$ cat config.mk
export PLATFORM = sky130hd
export DESIGN_NAME = mips_ifetch_unit
export DESIGN_NICKNAME = d
export VERILOG_FILES = /design/src/rtl/mips_ifetch_unit.sv
export SDC_FILE = /design/constraint.sdc
export NUM_CORES = 1
export LEC_CHECK = 0
export BUFFER_PORTS_ARGS = -buffer_cell sky130_fd_sc_hd__buf_2
export CORE_MARGIN = 3
export CORE_UTILIZATION = 39
export DETAILED_ROUTE_END_ITERATION = 7
export GPL_ROUTABILITY_DRIVEN = 0
export HOLD_SLACK_MARGIN = 0.08
export PLACE_DENSITY_LB_ADDON = 0.3
export SYNTH_ARGS = -nofsm -noshare
export SYNTH_HDL_FRONTEND = slang
export SYNTH_SLANG_ARGS = --single-unit
$ cat constraint.sdc
create_clock -name clk -period 4.24 [get_ports clk]
set_input_delay 0.424 -clock clk [delete_from_list [all_inputs] [get_ports clk]]
set_output_delay 0.424 -clock clk [all_outputs]
set_load 0.005 [all_outputs]
$ cat src/rtl/mips_ifetch_unit.sv
// mips_ifetch_unit: instruction fetch for the single-cycle MIPS core.
// Holds the PC, fetches one word at a time over a req/ack handshake, latches it
// into the IR and offers it to decode over valid/ready. Redirects and the PC
// advance happen only when the instruction retires.
// Optional feature macro: IFETCH_ILLEGAL_TRAP_EN. When it is defined, a fetched
// word with an unsupported opcode parks the unit in S_HALT until reset.
module mips_ifetch_unit #(
    parameter logic [31:0] RESET_PC = 32'h0000_0000,
    parameter int          CNT_W    = 16
) (
    input  logic             clk,
    input  logic             reset,
    output logic             imem_req,
    output logic [31:0]      imem_addr,
    input  logic             imem_ack,
    input  logic [31:0]      imem_rdata,
    output logic             instr_valid,
    input  logic             instr_ready,
    output logic [31:0]      instr,
    output logic [5:0]       opcode,
    output logic [31:0]      pc,
    output logic [31:0]      pc_plus4,
    input  logic             branch_taken,
    input  logic [31:0]      branch_target,
    output logic [CNT_W-1:0] retired_cnt,
    output logic             illegal_op
);

    typedef enum logic [1:0] {
        S_REQ  = 2'd0,
        S_HOLD = 2'd1,
        S_HALT = 2'd2
    } state_t;

    state_t             state_r;
    logic [31:0]        pc_r;
    logic [31:0]        ir_r;
    logic [CNT_W-1:0]   cnt_r;
    logic               req_r;
    logic               valid_r;
    logic [31:0]        pc_plus4_s;
    logic [31:0]        next_pc_s;

`ifdef IFETCH_ILLEGAL_TRAP_EN
    logic               illegal_r;

    // Only R-type, beq, lw and sw are executed by the core.
    function automatic logic opcode_legal(input logic [5:0] op);
        return (op == 6'd0) || (op == 6'd4) || (op == 6'd35) || (op == 6'd43);
    endfunction
`endif

    assign pc_plus4_s = pc_r + 32'd4;

    // Retire target: redirect address is forced word-aligned, otherwise fall through.
    always_comb begin
        next_pc_s = pc_plus4_s;
        if (branch_taken) begin
            next_pc_s = branch_target & 32'hFFFF_FFFC;
        end else begin
            next_pc_s = pc_plus4_s;
        end
    end

    // Fetch FSM with registered handshake flags; reset abandons any outstanding request.
    always_ff @(posedge clk or posedge reset) begin
        if (reset) begin
            state_r   <= S_REQ;
            pc_r      <= RESET_PC;
            ir_r      <= 32'h0000_0000;
            cnt_r     <= '0;
            req_r     <= 1'b1;
            valid_r   <= 1'b0;
`ifdef IFETCH_ILLEGAL_TRAP_EN
            illegal_r <= 1'b0;
`endif
        end else begin
            case (state_r)
                S_REQ: begin
                    if (imem_ack) begin
                        ir_r    <= imem_rdata;
                        req_r   <= 1'b0;
`ifdef IFETCH_ILLEGAL_TRAP_EN
                        if (!opcode_legal(imem_rdata[31:26])) begin
                            state_r   <= S_HALT;
                            valid_r   <= 1'b0;
                            illegal_r <= 1'b1;
                        end else begin
                            state_r   <= S_HOLD;
                            valid_r   <= 1'b1;
                        end
`else
                        state_r <= S_HOLD;
                        valid_r <= 1'b1;
`endif
                    end
                end
                S_HOLD: begin
                    if (instr_ready) begin
                        cnt_r   <= cnt_r + {{(CNT_W-1){1'b0}}, 1'b1};
                        pc_r    <= next_pc_s;
                        state_r <= S_REQ;
                        req_r   <= 1'b1;
                        valid_r <= 1'b0;
                    end
                end
`ifdef IFETCH_ILLEGAL_TRAP_EN
                S_HALT: begin
                    req_r     <= 1'b0;
                    valid_r   <= 1'b0;
                    illegal_r <= 1'b1;
                end
`endif
                default: begin
                    state_r <= S_REQ;
                    req_r   <= 1'b1;
                    valid_r <= 1'b0;
                end
            endcase
        end
    end

    assign imem_req    = req_r;
    assign imem_addr   = pc_r;
    assign instr_valid = valid_r;
    assign instr       = ir_r;
    assign opcode      = ir_r[31:26];
    assign pc          = pc_r;
    assign pc_plus4    = pc_plus4_s;
    assign retired_cnt = cnt_r;
`ifdef IFETCH_ILLEGAL_TRAP_EN
    assign illegal_op  = illegal_r;
`else
    assign illegal_op  = 1'b0;
`endif

endmodule

After elaboration in Yosys (flattened, before gate mapping)
Cells that the tools add are included.
{"block": "op_classes", "n_mux": 10, "n_eq_ne": 3, "addsub": 2, "n_reduce_logical": 4}
{"operator": "adder 32 x 3 -> 32 bit (second input constant)", "n": 1}
{"operator": "two-way mux 32 bit", "n": 1}
{"operator": "adder 16 x 1 -> 16 bit (second input constant)", "n": 1}
{"operator": "AND reduction 2 bit", "n": 3}
{"operator": "two-way mux 1 bit", "n": 4}
{"operator": "two-way mux 2 bit", "n": 2}
{"operator": "inequality test 2 bit (second input constant)", "n": 2}
{"operator": "one-hot mux 1 bit (2 select lines)", "n": 2}
{"operator": "one-hot mux 2 bit (2 select lines)", "n": 1}
{"operator": "== test 2 x 1 -> 1 bit (second input constant)", "n": 1}
{"operator": "zero test 2 bit", "n": 1}
{"block": "totals", "register_bits": 84, "output_inout_bits": 153, "in_bits": 69, "elab_cells": 25}

Depth between registers and ports, before layout
Gate-level depths: netlist of the first run.
{"block": "depth", "word_depth": 3, "mapped_depth": 6, "mapped_depth_nobuf": 5}

Least setup slack after synthesis of the first run
OpenSTA, ideal clock, no wires.
{"block": "synth_path", "path_type": "register to output", "start": "register pc_r[4], in the netlist imem_addr[4]", "end": "output pc_plus4[31]", "setup_slack_ns": 1.965, "t_arrival_ns": 1.851, "path_stages_with_launch": 6, "path_buffers": 1, "required_time_ns": 3.816, "cell_sequence": "dfrtp_1 -> buf_2 -> nand4_2 -> or4_4 -> or3_4 -> xnor2_1"}
{"block": "synth_via", "elab_chain_len": 1}
{"item": "from (decl)", "line_no": "36", "rtl": "logic [31:0] pc_r;"}
{"item": "from (signal assigned)", "line_no": "101", "rtl": "pc_r <= next_pc_s;"}
{"item": "adder 32 x 3 -> 32 bit", "line_no": "53", "rtl": "assign pc_plus4_s = pc_r + 32'd4;"}
{"item": "to (decl)", "line_no": "22", "rtl": "output logic [31:0] pc_plus4,"}
No other way between the ends.

Worst setup path after layout of the first run
{"block": "layout_path", "start": "register pc_r[2], in the netlist imem_addr[2]", "end": "output pc_plus4[16]"}
Same word-level chain as after synthesis.

==> impl_results.md, run 1 <==
* Largest net degree at the start of global routing at 59
* Most frequent cells in the layout: buf_2, dfrtp_1, nand2_1
* Seq pwr share at 41.1%
* Largest cells by area after synthesis: dfrtp_1, mux2_2, buf_4
* CP top delay family: simple AND/OR/NAND/NOR gates
* Yosys top cell by area: dfrtp_1
* Core area at 11,600 sq um
* Clock tree buffer depth at 2
* Netlist Area Pre-Place at 4690 sq um
* Sw Ratio at 34.4%
* Top routing layer used: met4
* Met2 WL post-DR at 5940 um
* Commonest non-fill, non-tap cell in the layout: buf_2
* Reg-to-reg setup timing slack at 1.92 ns
* Total grt overflow at 0
* Hold slack at 0.183 ns
* Vias per std cell at 5.36
* Internal Power at 1.85 mW
* Final min period at 3.05 ns
* Final Hold Vio Count at 0
* F_max at 328 MHz
* RSZ-0062 raised after global routing: false
* Share of the synthesized area in the top cell type at 42.2%
* First-pass GRT wire length at 19,500 um
* Clock skew at 0.00853 ns
* CTS Root Cell: clkbuf_16
* Worst-path fanout max at 9
* Die area at 13,400 sq um
* H-tree depth at 3
* Unique masters post-synth at 48
* Power per cell area at 481 nW/um^2
* Initial antenna violation count at 0
* Tcrit/Tclk final at 72.0%
* CTS tree: yes
* Post-CTS Hold Buffers at 0
* Mean post-synth cell area at 9.65 sq um
* Startpoint types: flop
* Worst-Margin Slew at 0.956 ns
* Slowest cell on the critical path: nor4_1
* Critical Path Sink Type: output pin
* Boundary Pins at 222
* Number of post-CTS setup repair buffers at 0
* DR WL/cell at 16.0 um
* WL met1 at 5560 um
* Synth-to-Final Area Change at 25.1%
* CTS Sinks at 80
* Yosys reg bits at 80
* Crit path DAT at 2.63 ns
* CP max stage delay at 0.72 ns
* Number of I/O port buffers at 212
* Clock Latency Late Sink at 0.33 ns
* Ys flop type: dfrtp_1
* Leakage Power at 2.77 nW
* # nets final at 718
* Status: finished clean
* Ys async rst share at 100%
* Post-synthesis sequential area ratio at 42.7%
* Setup Crit Path Kind: reg2out
* Post-Syn Instances at 486
* Die height at 116 um
* P_sw at 0.971 mW
* Worst reg2reg path depth at 5
* CP Cell Sequence: ha_1 -> nand3_1 -> nor4_1 -> and3_1 -> xnor2_1 -> buf_2
* Slew margin rel. at 36.3%
* TNS Setup at 0 ns
* DP HPWL at 9540 um
* Worst-path clk slew at 0.06 ns
* Drt total wl at 12,700 um
* Vias in the first global route at 3,829
* Worst Path Required at 3.82 ns
* Peak VDD IR at 209 uV
* Met3 WL at 1070 um
* Combinational share of power at 30.3%
* Total track usage at 18.4%
* Synth warn at 0
* Horiz. Die Dim at 116 um
* Via count at 4,259
* CTS Buf Count at 9
* DRC Markers at 0
* Final max-slew violation count at 0
* Hold Path Class: in2async
* CP bufs+invs at 1
* Max cap viols at 0
* Diodes inserted at 0
* Antenna-violating nets left at 0
* CTS resizes at 0
* Clk network pwr share at 28.6%
* Share of cells above drive strength 1 at 42.2%
* EDFF count, synth at 0
* Starting density of the core at 40.5%
* # setup viols final at 0
* First DRT Iteration DRCs at 256
* DR pass1 iterations at 5
* Reg-to-Reg End: imem_addr[16]
* Row count at 39
* Critical R2R Launch: imem_addr[2]
* Post-layout total power at 2.82 mW
[worst max-delay path by stage]
stage,cells after the start,end,startpoint
global route,6,pc_plus4[16],imem_addr[2]
global placement,6,pc_plus4[16],imem_addr[2]
CTS,6,pc_plus4[16],imem_addr[2]
finish,6,pc_plus4[16],imem_addr[2]
detailed placement,6,pc_plus4[16],imem_addr[2]
floorplan,1,imem_addr[10],reset
[power by group through the flow]
stage	clock, mW	combinational [mW]	sequential, mW
4_1_cts	0.835	0.872	1.16
2_1_floorplan	0	0.573	1.12
5_1_grt	0.869	0.957	1.19
3_5_place_dp	0	0.868	1.17
3_3_place_gp	0	0.861	1.16
6_report	0.805	0.854	1.16
[sequential cells by signal, summed over array words and instances, names as in the netlist]
| signal | cells |
|---|---|
| imem_addr | 30 |
| retired_cnt | 16 |
| imem_req | 1 |
| instr_valid | 1 |
| instr | 32 |
[cells by family (layout without fill, tap and decap cells)]
kind of cell,Yosys count,in the layout,synth area share (%)
AO/OA/AOI/OAI,78,78,11.0
XOR/XNOR,41,41,7.66
adder cells (fa/ha/maj),2,2,0.534
buffers and inverters,84,244,10.3
flip-flops,80,80,42.7
multiplexers,36,36,8.54
other,1,7,0.0800
AND/OR/NAND/NOR,164,164,19.2
[area by class of cell]
type                    instances  area [sq um]
flip-flops and latches         80          2000
multi-input cells             328          2230
clock buffers                   9           225
clock inverters                 7          87.6
repair buffers                217          1100
fillers                      1111          5700
well taps                     143           179
inverters                      11          42.5
[layer usage]
layer	GRT usage, %	up-vias
li1	-	2022
met1	25.2	2015
met2	29.9	207
met3	3.03	15
met4	6.11	0
met5	0	-
[synth_stat cells, drive strengths merged, types with 8 or more instances]
cell    number
a21oi       22
and3        24
and4         8
buf         49
clkbuf      24
dfrtp       79
inv         10
mux2        32
nand2       35
nand3       20
nand4       11
nor2        19
nor3        14
o211ai      16
o21ai       14
o311ai       9
or3         14
xnor2       27
xor2        14
[per-stage QoR]
stage / cell area, sq um / cells / utilization, % / setup slack [ns]
final: 5860 / 795 / 50.7 / 1.19
after global routing: 5860 / 795 / 50.7 / 0.946
after CTS: 5860 / 795 / 50.7 / 1.16
after detailed placement: 5550 / 779 / 48.0 / 1.54
after global placement: 5550 / 779 / 48.0 / 1.59
after floorplan: 4710 / 492 / - / 1.77
Power figures use the tool's default switching activity.
==> run 2, diff against run 1 <==
--- a/config.mk
+++ b/config.mk
@@ -5,6 +5,7 @@
 export SDC_FILE = /design/constraint.sdc
 export NUM_CORES = 1
 export LEC_CHECK = 0
+export ABC_AREA = 1
 export BUFFER_PORTS_ARGS = -buffer_cell sky130_fd_sc_hd__buf_2
 export CORE_MARGIN = 3
 export CORE_UTILIZATION = 39
==> constraint.sdc (replaced) <==
create_clock -name clk -period 2.4 [get_ports clk]
set_input_delay 0.24 -clock clk [delete_from_list [all_inputs] [get_ports clk]]
set_output_delay 0.24 -clock clk [all_outputs]
set_load 0.005 [all_outputs]
==> run 2 against run 1 <==
Count of clock-buffer cells in the layout increased by 3; non-clock buffer count increased by 1; sequential share of layout area decreased by 0.62 points; highest routed layer is now met5; die area increased by 0.63%; cell count increased by 14%; critical endpoint is now pc_plus4[20]; critical path depth increased by 1.
==> impl_results.md, run 2 <==
* Largest net degree at the start of global routing at 46
* First DRT Iteration DRCs at 233
* Total track usage at 18.4%
* Number of post-CTS setup repair buffers at 0
* F_max at 447 MHz
* Share of the synthesized area in the top cell type at 41.9%
* Die area at 13,500 sq um
* Hold Path Class: in2reg
* Worst Path Required at 2.16 ns
* Worst-Margin Slew at 0.681 ns
* Via count at 4,323
* Clock Latency Late Sink at 0.33 ns
* DRC Markers at 0
* Ys async rst share at 100%
* # setup viols final at 0
* CTS Root Cell: clkbuf_16
* Final min period at 2.24 ns
* H-tree depth at 3
* Max cap viols at 0
* Worst-path clk slew at 0.06 ns
* Yosys top cell by area: dfrtp_1
* CP bufs+invs at 1
* Synth-to-Final Area Change at 26.5%
* Worst reg2reg path depth at 8
* Most frequent cells in the layout: buf_2, nand2_1, dfrtp_1
* Tcrit/Tclk final at 93.2%
* Hold slack at 0.131 ns
* Power per cell area at 912 nW/um^2
* Initial antenna violation count at 1
* Clock skew at 0.00808 ns
* Die height at 116 um
* Slowest cell on the critical path: dfrtp_1
* Commonest non-fill, non-tap cell in the layout: buf_2
* Critical Path Stages at 7
* Clock tree buffer depth at 2
* Synth warn at 0
* RSZ-0062 raised after global routing: false
* Starting density of the core at 40.6%
* Slew margin rel. at 54.6%
* Share of cells above drive strength 1 at 38.0%
* DR pass1 iterations at 4
* Most frequent CP cell: nand2_1
* Layout filler cell count at 1,153
* DR WL/cell at 13.8 um
* Boundary Pins at 222
* Largest cells by area after synthesis: dfrtp_1, nand2_1, mux2_2
* Horiz. Die Dim at 116 um
* Row count at 39
* First-pass GRT wire length at 19,700 um
* Final max-slew violation count at 0
* Number of I/O port buffers at 212
* Placed insts at 891
* CTS resizes at 0
* Setup Crit Path Kind: reg2out
* Min-Delay Path Depth at 2
* Peak VDD IR at 522 uV
* Netlist Area Pre-Place at 4720 sq um
* Startpoint types: flop
* Status: finished clean
* Crit path DAT at 2.00 ns
* Yosys reg bits at 80
* Total grt overflow at 0
* CTS Sinks at 80
* # nets final at 831
* Reg-to-reg setup timing slack at 0.66 ns
* Final core utilization at 51.4%
* CP top delay family: simple AND/OR/NAND/NOR gates
* Vias in the first global route at 4,128
* Drt total wl at 12,500 um
* Antenna-violating nets left at 0
* Worst-path fanout max at 5
* Mean post-synth cell area at 8.08 sq um
* Final Hold Vio Count at 0
* TNS Setup at 0 ns
* EDFF count, synth at 0
* Most frequent cells after synthesis: nand2_1, dfrtp_1, nor2_1, buf_4, inv_1
* Vias per std cell at 4.76
* Unique masters post-synth at 33
* Post-Syn Instances at 584
* Critical Path Sink Type: output pin
* CP max stage delay at 0.41 ns
* CTS tree: yes
* DP HPWL at 9560 um
* Post-synthesis sequential area ratio at 42.4%
* Leakage Power at 3.21 nW
* Number of flip-flops in the largest register at 32
* Finished Layout Cells at 908
* Ys flop type: dfrtp_1
* CP Cell Sequence: ha_1 -> nand2_1 -> nor2_2 -> nand3_1 -> o21ai_0 -> nand2_1 -> buf_2
* Count leader, synth: nand2_1
* CTS Buf Count at 9
* Diodes inserted at 0
* Core area at 11,600 sq um
-- run 2: cell count changes in the layout (fill, tap and decap cells not counted), sizes merged, moves of 6 or more --
| cell | delta |
|---|---|
| a21oi | +6 |
| and3 | -24 |
| and4 | -8 |
| inv | +30 |
| nand2 | +135 |
| nand3 | +10 |
| nand4 | -8 |
| nor2 | +69 |
| nor3 | -12 |
| o211ai | -16 |
| o311ai | -9 |
| or3 | -14 |
| xnor2 | -17 |
-- run 2: report_power, final --
| part | total, mW | internal, mW | switching [mW] |
|---|---|---|---|
| clock | 1.51 | 0.947 | 0.559 |
| sequential | 2.06 | 1.67 | 0.389 |
| combinational | 1.88 | 0.886 | 0.994 |
-- run 2: metal layers --
metal  GRT usage [%]  part of all wire [%]  vias to the layer above
li1                -                     -                     2148
met3            4.96                   7.3                       20
met5               0                  0.10                        -
met2            32.0                    49                      164
met4            6.65                   1.8                        2
met1            22.0                    42                     1989
-- run 2: per-stage QoR --
step,power [mW],setup WS (ns),area (sq um)
6_report,5.45,0.162,5970
5_1_grt,5.85,0.0314,5970
4_1_cts,5.52,0.222,5970
3_5_place_dp,3.99,0.598,5640
3_3_place_gp,3.94,0.638,5640
2_1_floorplan,3.26,0.110,4740
-- run 2: final cells by class --
class	instances	area, sq um	share of cell area, %
multi-input cells	407	2180	36.5
flip-flops and latches	80	2000	33.5
repair buffers	218	1120	18.8
clock buffers	12	246	4.13
well taps	143	179	3.00
inverters	44	166	2.79
clock inverters	4	77.6	1.30
-- run 2: worst paths after layout --
check                                start         endpoint
max                           imem_addr[3]     pc_plus4[20]
min                            instr_ready      instr_valid
max reg2reg                   imem_addr[3]    imem_addr[20]
min reg2reg                retired_cnt[15]  retired_cnt[15]
max in group asynchronous            reset         imem_req
min in group asynchronous            reset        instr[14]
-- run 2: cells by family after synthesis --
group / count (synthesis) / share of synthesized area [%]
other: 1 / 0.0794
flip-flops: 80 / 42.4
buffers and inverters: 103 / 11.9
AND/OR/NAND/NOR: 300 / 28.1
XOR/XNOR: 21 / 3.90
AO/OA/AOI/OAI: 45 / 5.38
adder cells (fa/ha/maj): 2 / 0.530
multiplexers: 32 / 7.63
-- run 2: timing repair --
item,4_1_cts,5_1_grt
endpoints found under the setup margin,0,0
hold buffers,1,0
hold endpoints to repair,35,0
==> run 3, diff against run 2 <==
--- a/config.mk
+++ b/config.mk
@@ -10,7 +10,7 @@
 export CORE_MARGIN = 3
 export CORE_UTILIZATION = 39
 export DETAILED_ROUTE_END_ITERATION = 7
-export GPL_ROUTABILITY_DRIVEN = 0
+export GPL_ROUTABILITY_DRIVEN = 1
 export HOLD_SLACK_MARGIN = 0.08
 export PLACE_DENSITY_LB_ADDON = 0.3
 export SYNTH_ARGS = -nofsm -noshare
==> constraint.sdc (replaced) <==
create_clock -name clk -period 2.1 [get_ports clk]
set_input_delay 0.21 -clock clk [delete_from_list [all_inputs] [get_ports clk]]
set_output_delay 0.21 -clock clk [all_outputs]
set_load 0.005 [all_outputs]
==> run 3 against run 2 <==
Hold slack got worse by 0.027 ns; critical endpoint is now pc_plus4[22]; register-to-register slack got worse by 0.15 ns; critical path depth increased by 1.
==> impl_results.md, run 3 (same netlist as run 2, synthesis figures left out) <==
* Die height at 116 um
* Met1 usage at 22.4%
* DR WL/cell at 13.8 um
* Horiz. Die Dim at 116 um
* RSZ-0062 raised after global routing: true
* Critical Path Sink Type: output pin
* CTS Sinks at 80
* First DRT Iteration DRCs at 208
* Placed insts at 890
* Clock skew at 0.00395 ns
* Global Route met2 Usage at 32.0%
* CP top delay family: simple AND/OR/NAND/NOR gates
* DR pass1 iterations at 4
* Worst-path fanout max at 8
* Total grt overflow at 0
* Final max-slew violation count at 0
* Most frequent cells in the layout: buf_2, nand2_1, nor2_1
* Finished Layout Cells at 910
* Antenna-violating nets left at 0
* Hold Path Class: in2reg
* GPL Wtd Cong at 0.894
* Power per cell area at 1030 nW/um^2
* CTS tree: yes
* Leakage Power at 3.20 nW
* Initial antenna violation count at 1
* CP bufs+invs at 1
* Commonest non-fill, non-tap cell in the layout: buf_2
* Clock tree buffer depth at 2
* GR peak layer: met2
* Clock Latency Late Sink at 0.33 ns
* Worst-Margin Slew at 0.664 ns
* DP HPWL at 9330 um
* Core area at 11,600 sq um
* H-tree depth at 3
* Share of cells above drive strength 1 at 39.8%
* Number of flip-flops in the largest register at 32
* CP Cell Sequence: ha_4 -> nand2_4 -> nor2_4 -> nand2_4 -> nor2_4 -> nand3b_1 -> nand2_1 -> buf_2
* Total track usage at 18.6%
* First-pass GRT wire length at 19,900 um
* Hold slack at 0.104 ns
* Met3 Resource Use GR at 4.60%
* Synth-to-Final Area Change at 27.4%
* Vias per std cell at 4.78
* F_max at 500 MHz
* Drt total wl at 12,500 um
* Startpoint types: flop
* DRC Markers at 0
* Via count at 4,350
* Diodes inserted at 0
* Tcrit/Tclk final at 95.3%
* Vias in the first global route at 4,236
* CTS Root Cell: clkbuf_16
* Number of I/O port buffers at 212
* Final core utilization at 51.8%
* Final Hold Vio Count at 0
* CTS Buf Count at 9
* Final min period at 2.00 ns
* Worst-path clk slew at 0.06 ns
* TNS Setup at 0 ns
* Status: finished clean
* Reg-to-reg setup timing slack at 0.51 ns
* Setup Crit Path Kind: reg2out
* Crit path DAT at 1.79 ns
* # setup viols final at 0
* Max cap viols at 0
* # nets final at 833
* Largest net degree at the start of global routing at 81
* Boundary Pins at 222
* Row count at 39
* CP max stage delay at 0.42 ns
* Slew margin rel. at 55.7%
* Worst Path Required at 1.89 ns
* Starting density of the core at 40.6%
* Peak VDD IR at 512 uV
* Die area at 13,500 sq um
* Slowest cell on the critical path: dfrtp_2
==> run 3: what timing repair did <==
| item | in CTS | in global routing |
|---|---|---|
| hold buffers | 1 | 0 |
| endpoints found under the setup margin | 4 | 14 |
| pin swaps | 0 | 5 |
| resized for setup | 3 | 14 |
| hold endpoints to repair | 79 | 0 |
| buffers inserted | 0 | 3 |
==> run 3: cell type report <==
cell class,instances,area (sq um)
inverters,44,169
fillers,1103,5600
multi-input cells,407,2210
repair buffers,220,1140
clock inverters,4,53.8
flip-flops and latches,80,2010
clock buffers,12,246
well taps,143,179
==> run 3: through the flow <==
step                setup WS, ns  total power, mW  cell area (sq um)
floorplan                  0.620             3.73               4750
global placement           0.363             4.50               5630
detailed placement         0.339             4.57               5630
CTS                      0.00291             6.21               5950
global route             -0.0332             6.67               6010
finish                    0.0986             6.18               6010
==> run 3: per-layer routing <==
| layer | vias to the layer above | wire (um) |
|---|---|---|
| li1 | 2150 | - |
| met1 | 2008 | 5200 |
| met2 | 164 | 6080 |
| met3 | 26 | 951 |
| met4 | 2 | 298 |
| met5 | - | 9 |
==> run 3: path summary, 6_finish.rpt <==
path | depth (start not counted) | to | from
setup / recovery | 8 | pc_plus4[22] | imem_addr[3]
hold / removal | 2 | instr[13] | imem_rdata[13]
setup reg to reg | 7 | retired_cnt[12] | retired_cnt[0]
hold reg to reg | 2 | retired_cnt[15] | retired_cnt[15]
max in group asynchronous | 4 | imem_addr[16] | reset
min in group asynchronous | 4 | retired_cnt[13] | reset
==> run 3: report_power, final <==
group	leakage [nW]	switching [mW]	total, mW	internal [mW]
clock	0.139	0.632	1.59	0.957
sequential	0.951	0.460	2.38	1.92
combinational	2.11	1.16	2.21	1.05
